**config.mk**
```make
export PLATFORM = sky130hd
export DESIGN_NAME = uart_tx_fifo
export DESIGN_NICKNAME = d
export VERILOG_FILES = /design/src/rtl/uart_tx_fifo.sv
export SDC_FILE = /design/constraint.sdc
export NUM_CORES = 1
export LEC_CHECK = 0
export ABC_AREA = 1
export BUFFER_PORTS_ARGS = -buffer_cell sky130_fd_sc_hd__buf_2
export CAP_MARGIN = 30
export CORE_ASPECT_RATIO = 1.25
export CORE_UTILIZATION = 52
export DETAILED_ROUTE_END_ITERATION = 10
export GPL_TIMING_DRIVEN = 1
export HOLD_SLACK_MARGIN = 0.03
export PLACE_DENSITY = 0.78
export SLEW_MARGIN = 15
export SYNTH_ARGS = -nofsm -noshare
export SYNTH_HDL_FRONTEND = slang
export SYNTH_SLANG_ARGS = --single-unit
```
**constraint.sdc**
```tcl
create_clock -name i_Clock -period 6.6 [get_ports i_Clock]
set_input_delay 0.66 -clock i_Clock [delete_from_list [all_inputs] [get_ports i_Clock]]
set_output_delay 0.66 -clock i_Clock [all_outputs]
set_load 0.05 [all_outputs]
```
**src/rtl/uart_tx_fifo.sv**
```systemverilog
// ============================================================================
// Module   : uart_tx_fifo
// Purpose  : Byte FIFO and launch sequencer feeding a UART transmitter's
//            DV/byte handshake. Optional macro UART_TX_FIFO_DROP_CNT_EN adds
//            a saturating dropped-write counter (o_Drop_Count).
// Revision : 1.0 - initial release
// ============================================================================
`default_nettype none

module uart_tx_fifo #(
   parameter  int DEPTH  = 16,
   localparam int ADDR_W = $clog2(DEPTH)
) (
   input  logic              i_Clock,
   input  logic              i_Rst_n,
   input  logic              i_Wr_En,
   input  logic [7:0]        i_Wr_Data,
   output logic              o_Full,
   output logic              o_Empty,
   output logic [ADDR_W:0]   o_Count,
   output logic              o_Overflow,
`ifdef UART_TX_FIFO_DROP_CNT_EN
   output logic [7:0]        o_Drop_Count,
`endif
   input  logic              i_Clr_Ovf,
   output logic              o_TX_DV,
   output logic [7:0]        o_TX_Byte,
   input  logic              i_TX_Active,
   input  logic              i_TX_Done,
   output logic              o_Busy
);

   typedef enum logic [1:0] {
      IDLE      = 2'd0,
      LAUNCH    = 2'd1,
      WAIT_ACT  = 2'd2,
      WAIT_DONE = 2'd3
   } state_t;

   localparam logic [ADDR_W:0] FULL_COUNT = (ADDR_W+1)'(DEPTH);
   localparam logic [ADDR_W:0] COUNT_ONE  = (ADDR_W+1)'(1);

   state_t              state, state_nxt;
   logic [7:0]          mem [DEPTH];
   logic [ADDR_W-1:0]   wr_ptr, rd_ptr;
   logic [ADDR_W:0]     count;
   logic                wr_accept, pop, dv_nxt;

   assign o_Count   = count;
   assign o_Full    = (count == FULL_COUNT);
   assign o_Empty   = (count == '0);
   assign o_Busy    = (state != IDLE) || !o_Empty;
   assign wr_accept = i_Wr_En && !o_Full;

   // Storage carries no reset; only pointers and occupancy define content.
   always_ff @(posedge i_Clock) begin
      if (wr_accept) mem[wr_ptr] <= i_Wr_Data;
   end

   always_ff @(posedge i_Clock or negedge i_Rst_n) begin
      if (!i_Rst_n) begin
         wr_ptr <= '0;
         rd_ptr <= '0;
         count  <= '0;
      end else begin
         if (wr_accept) wr_ptr <= wr_ptr + 1'b1;
         if (pop)       rd_ptr <= rd_ptr + 1'b1;
         unique case ({wr_accept, pop})
            2'b10:   count <= count + COUNT_ONE;
            2'b01:   count <= count - COUNT_ONE;
            default: count <= count;
         endcase
      end
   end

   always_ff @(posedge i_Clock or negedge i_Rst_n) begin
      if (!i_Rst_n)                 o_Overflow <= 1'b0;
      else if (i_Clr_Ovf)           o_Overflow <= 1'b0;
      else if (i_Wr_En && o_Full)   o_Overflow <= 1'b1;
   end

`ifdef UART_TX_FIFO_DROP_CNT_EN
   always_ff @(posedge i_Clock or negedge i_Rst_n) begin
      if (!i_Rst_n)
         o_Drop_Count <= 8'h00;
      else if (i_Clr_Ovf)
         o_Drop_Count <= 8'h00;
      else if (i_Wr_En && o_Full && (o_Drop_Count != 8'hFF))
         o_Drop_Count <= o_Drop_Count + 8'h01;
   end
`endif

   // Done high in IDLE means the transmitter is in cleanup and would ignore DV.
   always_comb begin
      state_nxt = state;
      pop       = 1'b0;
      dv_nxt    = 1'b0;
      unique case (state)
         IDLE: begin
            if (!o_Empty && !i_TX_Active && !i_TX_Done) begin
               state_nxt = LAUNCH;
               pop       = 1'b1;
               dv_nxt    = 1'b1;
            end
         end
         LAUNCH:    state_nxt = WAIT_ACT;
         WAIT_ACT:  if (i_TX_Active) state_nxt = WAIT_DONE;
         WAIT_DONE: if (i_TX_Done)   state_nxt = IDLE;
         default:   state_nxt = IDLE;
      endcase
   end

   always_ff @(posedge i_Clock or negedge i_Rst_n) begin
      if (!i_Rst_n) begin
         state     <= IDLE;
         o_TX_DV   <= 1'b0;
         o_TX_Byte <= 8'h00;
      end else begin
         state   <= state_nxt;
         o_TX_DV <= dv_nxt;
         if (pop) o_TX_Byte <= mem[rd_ptr];
      end
   end

endmodule

`default_nettype wire

```
==> results of run 1 <==
## path summary, 6_finish.rpt
check                        startpoint      endpoint  cells after the start
min reg2reg                o_TX_Byte[2]  o_TX_Byte[2]                      2
min                             i_Rst_n     wr_ptr[0]                      1
max                            state[0]    o_Count[4]                     14
min in group i_Clock          i_Clr_Ovf    o_Overflow                      2
max reg2reg                    state[0]    o_Count[4]                     14
max in group asynchronous       i_Rst_n     rd_ptr[0]                      1
## layer usage
metal  vias to the layer above  part of all wire
li1                       2296                 -
met1                      2265              0.38
met2                       224              0.49
met3                        57             0.073
met4                         0             0.056
met5                         -                 0
## worst max-delay path, stage by stage (launching register included)
cell	delay, ns
dfrtp_1	0.40
inv_1	0.11
ha_1	0.25
nand4_4	0.20
inv_2	0.25
ha_1	0.32
xor2_1	0.22
ha_1	0.19
inv_1	0.04
nand2_1	0.10
nand3_1	0.09
nand2_1	0.09
xor2_1	0.16
nand2_1	0.06
nand2_1	0.06
## power by group
group | total (µW) | switching (µW) | internal (µW) | leakage [µW]
combinational | 1250 | 903 | 345 | 0.00183
sequential | 1290 | 100 | 1190 | 0.00147
clock | 1070 | 369 | 704 | 0.000303
## cell type report
type	count	area [µm²]	area share
clock inverter	13	226	0.0286
timing repair buffer	45	265	0.0335
clock buffer	18	429	0.0543
multi-input combinational	389	1840	0.232
sequential	153	4470	0.565
tap	168	210	0.0266
inverter	125	469	0.0593
## per-stage QoR
step | worst slack (ns) | cell area, µm² | hold slack, ns | instances
floorplan | 4.10 | 6930 | 0.364 | 694
global placement | 4.05 | 7170 | 0.466 | 871
detailed placement | 3.92 | 7250 | 0.468 | 880
CTS | 4.02 | 7910 | 0.246 | 911
global route | 3.71 | 7910 | 0.290 | 911
finish | 4.00 | 7910 | 0.238 | 911
## flip-flops by register name, summed over array words and instances (netlist names)
name        cells
o_Overflow      1
rd_ptr          4
o_Count         5
state           2
wr_ptr          4
mem           128
o_TX_DV         1
o_TX_Byte       8
## cells by family (layout without fill, tap and decap cells)
family | after synthesis | after routing
buf+inv | 152 | 201
fa+ha+maj | 13 | 13
xor+xnor | 9 | 9
compound gates | 12 | 12
simple gates | 355 | 355
flops | 153 | 153
## Yosys cell counts (all sizes together)
| library cell | n | area share |
|---|---|---|
| nand2 | 228 | 0.12 |
| nand4 | 3 | 0.0058 |
| xnor2 | 1 | 0.0013 |
| nand3 | 105 | 0.076 |
| ha | 13 | 0.023 |
| a21oi | 2 | 0.0014 |
| o21ai | 7 | 0.0051 |
| nor2 | 7 | 0.0042 |
| o21bai | 1 | 0.0011 |
| dfrtp | 25 | 0.090 |
| a21boi | 1 | 0.0011 |
| a22o | 1 | 0.0013 |
| buf | 27 | 0.024 |
| clkinv | 2 | 0.0011 |
| inv | 123 | 0.067 |
| nor3 | 12 | 0.0087 |
| xor2 | 8 | 0.010 |
| edfxtp | 128 | 0.55 |
==> impl_metrics.tcl, run 1 <==
set metrics [dict create \
    clk_path_buf_depth 2 \
    place_hpwl_um 9780 \
    synth.ff_latch_count 153 \
    skew_ns 0.00708 \
    max_slew_margin 0.448 \
    synth-adder-area-share 0.0235 \
    port_buffers 31 \
    postRouteAntennaNets 0 \
    cts_resized 0 \
    cts_root_buf "clkbuf_16" \
    grt_max_degree 68 \
    path_clk_slew_ns 0.06 \
    hold_violations 0 \
    rows 46 \
    worstHoldPathType "in2async" \
    path_max_fanout 17 \
    cp.arrival_ns 2.96 \
    critPathRequiredTime_ns 6.96 \
    status "finished, final reports clean" \
    final_common_cell "nand2_1" \
    syn_inst 694 \
    cts_hold_buffers 0 \
    area_growth_pct 14.1 \
    grt.met2_usage 0.396 \
    die_h_um 131 \
    layout_min_cycle_time_ns 2.60 \
    rsz0062_at_grt "false" \
    grt_overflow 0 \
    yosys.area_share.simple 0.219 \
    muxShareOfSynthArea 0 \
    cts_tree "built" \
    drive_gt1_frac 0.112 \
    synth_fp_nets 721 \
    core-area_um2 12800 \
    fmax_mhz 384 \
    drtIter0Drc 394 \
    cts_setup_buffers 0 \
    synth_warnings 0 \
    first_pass_iters 5 \
    seq_area_frac_synth 0.645 \
    final_cell_mix "226 x nand2_1, 128 x edfxtp_1, 121 x inv_1" \
    maxCapViolCount 0 \
    cp-end-kind "register" \
    finalWeightedCongestion 0.924 \
    nFillCells 952 \
    initial_core_util 0.540 \
    worstSetupPathType "reg2reg" \
    drc 0 \
    cts_sinks 153 \
    grt.busiest_layer "met2" \
    wire_per_inst_um 17.0 \
    p_total_uw 3610 \
    grt_pass1_wl_um 24000 \
    use_met3 0.0573 \
    synth_top_family_by_area "simple AND/OR/NAND/NOR gates" \
    start_kind "register" \
    cts-htree-levels 4 \
    vdd_drop_max_mv 0.235 \
    chipWidth_um 105 \
    power_density_nw_per_um2 457 \
    syn_avg_cell_area_um2 9.98 \
    numCtsBuffers 17 \
    fin_nets 758 \
    leakagePower_uw 0.00360 \
    worst-r2r-setup-slack_ns 4.00 \
    via_count 4842 \
    maxSlewViolCount 0 \
    synth_xor_xnor_area_share 0.0114 \
    clock_latency_ns 0.42 \
    final-setup-viol-count 0 \
    met1_usage 0.274 \
    grt_pass1_vias 4759 \
    antenna_found_initial 0 \
    tns_ns 0 \
    vias_per_cell 5.32 \
    diodes 0 \
    worst_slew_pin_slew_ns 0.826 \
    ios 32 \
    wirelength_um 15500 \
    ys_types 26 \
    fin_util 0.616 \
    synth_compound_area_frac 0.00993 \
    dieArea_um2 13800 \
    synth_area_um2 6930 \
    grt.total_usage 0.239 \
    period_share 0.395 \
]
No activity file was read; power rests on OpenSTA's default activity.
==> run 2: changes to the inputs <==
ABC_AREA = 0   (was 1)
PLACE_DENSITY = 0.81   (was 0.78)
clock period = 2.3 ns   (was 6.6 ns; I/O delays follow)
==> impl_metrics.tcl, run 2 <==
set metrics [dict create \
    hold_violations 0 \
    drtIter0Drc 273 \
    power_density_nw_per_um2 1320 \
    grt_pass1_vias 3625 \
    antenna_found_initial 0 \
    vdd_drop_max_mv 0.564 \
    maxCapViolCount 0 \
    critPathRequiredTime_ns 2.60 \
    grt_overflow 0 \
    cts-htree-levels 4 \
    worstHoldPathCells 3 \
    post-place-ws_ns -0.247 \
    worstHoldPathType "in2reg" \
    grt.total_usage 0.226 \
    fin_nets 416 \
    synth_fp_nets 362 \
    regArea_um2 4470 \
    yosysMostFrequentCell "edfxtp_1" \
    place_hpwl_um 7900 \
    synth_warnings 0 \
    worst-r2r-setup-slack_ns -0.14 \
    final_cell_mix "128 x edfxtp_1, 32 x mux4_2, 31 x buf_2" \
    period_share 1.06 \
    layout_min_cycle_time_ns 2.44 \
    ys.flop_type "edfxtp_1" \
    cts_root_buf "clkbuf_16" \
    setup_ws_ns -0.143 \
    cp-end-kind "register" \
    area_growth_pct 19.4 \
    dp.cells 528 \
    synth_area_um2 6210 \
    core-area_um2 11600 \
    largest_register_ffs 128 \
    post_dp_cell_area_um2 6690 \
    dieArea_um2 12400 \
    finalNonFillerCells 563 \
    syn_avg_cell_area_um2 18.5 \
    cts_sinks 153 \
    chipWidth_um 99.8 \
    synth.top_cells.by_area "edfxtp_1 62%, mux4_2 12%, dfrtp_1 10%, ha_1 2.6%, mux2_2 1.6%" \
    grt_pass1_wl_um 19600 \
    ios 32 \
    clk_path_buf_depth 2 \
    whs_endpoint "o_Overflow" \
    vias_per_cell 5.83 \
    yosys-top-cells-count "128 x edfxtp_1, 32 x mux4_2, 25 x dfrtp_1" \
    cp.arrival_ns 2.74 \
    wire_per_inst_um 22.4 \
    top_register "mem" \
    diodes 0 \
    synth.ff_latch_count 153 \
    reg2regPathDepth 9 \
    maxSlewViolCount 0 \
    final-setup-viol-count 3 \
    drive_gt1_frac 0.373 \
    start_kind "register" \
    p_total_uw 9780 \
    clock_latency_ns 0.42 \
    initial_core_util 0.535 \
    status "finished, violations left" \
    postRouteAntennaNets 0 \
    wirelength_um 12600 \
    nFillCells 763 \
    r2r-end "o_Count[4]" \
    rows 44 \
    leakagePower_uw 0.00257 \
    synth_edf_count 128 \
    synth_top_area_frac 0.619 \
    fmax_mhz 409 \
    synthArstFlopShare 0.163 \
    violations "setup timing" \
    skew_ns 0.00803 \
    fin_area_um2 7420 \
    path_clk_slew_ns 0.06 \
    port_buffers 31 \
    ys_types 39 \
    first_pass_iters 4 \
    multi_input_area_um2 1700 \
    drc 0 \
    worst_slew_pin_slew_ns 0.806 \
    cts_tree "built" \
    final_common_cell "edfxtp_1" \
    numCtsBuffers 17 \
    syn_inst 335 \
    hold_path.startpoint "i_Wr_En" \
    die_h_um 124 \
    path_max_fanout 3 \
    rr_startpoint "o_Count[2]" \
    worstSetupPathType "reg2reg" \
    grt_max_degree 34 \
    max_slew_margin 0.461 \
    seq_area_frac_synth 0.719 \
    via_count 3285 \
    rsz0062_at_grt "true" \
    yosys.area.top_type "edfxtp_1" \
    finalWeightedCongestion 0.739 \
]
run 2: worst max path at each step:
stage               slack [ns]  cells past startpoint  startpoint         end
CTS                      -0.13                      9  o_Count[2]  o_Count[4]
global route             -0.22                      9  o_Count[2]  o_Count[4]
finish                   -0.14                      9  o_Count[2]  o_Count[4]
global placement         -0.16                      9  o_Count[3]  o_Count[4]
detailed placement       -0.25                      9  o_Count[3]  o_Count[4]
floorplan                -0.68                     12  o_Count[1]  o_Count[4]
run 2: routing by layer:
metal / global-route usage / share of wire
met2: 0.387 / 0.55
met4: 0.130 / 0.032
met5: 0 / 0
met1: 0.252 / 0.37
met3: 0.0569 / 0.056
run 2: cells by family after synthesis:
kind of cell | count (synthesis) | synth area share
compound gates | 42 | 0.0427
xor+xnor | 11 | 0.0155
fa+ha+maj | 13 | 0.0262
buf+inv | 28 | 0.0234
flops | 153 | 0.719
mux | 44 | 0.138
simple gates | 44 | 0.0354
run 2: through the flow:
step | hold slack [ns] | setup TNS (ns) | utilization
after floorplan | -0.0656 | -2.21 | -
after global placement | 0.240 | -0.654 | 0.576
after detailed placement | 0.264 | -2.65 | 0.576
after CTS | 0.0633 | -0.392 | 0.636
after global routing | 0.0783 | -0.585 | 0.639
final | 0.0751 | -0.360 | 0.639
run 2: cell type report:
type	instances	area share
clock buffer	20	0.0602
clock inverter	12	0.0251
inverter	8	0.00405
multi-input combinational	154	0.230
sequential	153	0.603
tap	161	0.0271
timing repair buffer	55	0.0509
run 2: worst max-delay path: stages (launching register included):
cell and delay, ns:
dfrtp_2 0.39, or4_4 0.54, o211a_4 0.26, ha_4 0.17
xor2_2 0.14, ha_2 0.18, o211a_1 0.22, o31ai_2 0.19
a31oi_1 0.08, xor2_1 0.15
run 2: what timing repair did:
action / 4_1_cts / 5_1_grt
setup buffers: 1 / 0
hold buffers: 2 / 0
hold endpoints to repair: 26 / 0
pin swaps: 5 / 0
resized for setup: 12 / 5
endpoints found under the setup margin: 51 / 62
run 2: report_power, final:
group	leakage, µW	internal (µW)	switching (µW)	total [µW]
clock	0.000298	1860	1120	2980
combinational	0.000819	1270	1720	2990
sequential	0.00145	3460	352	3810
total	0.00257	6580	3190	9780
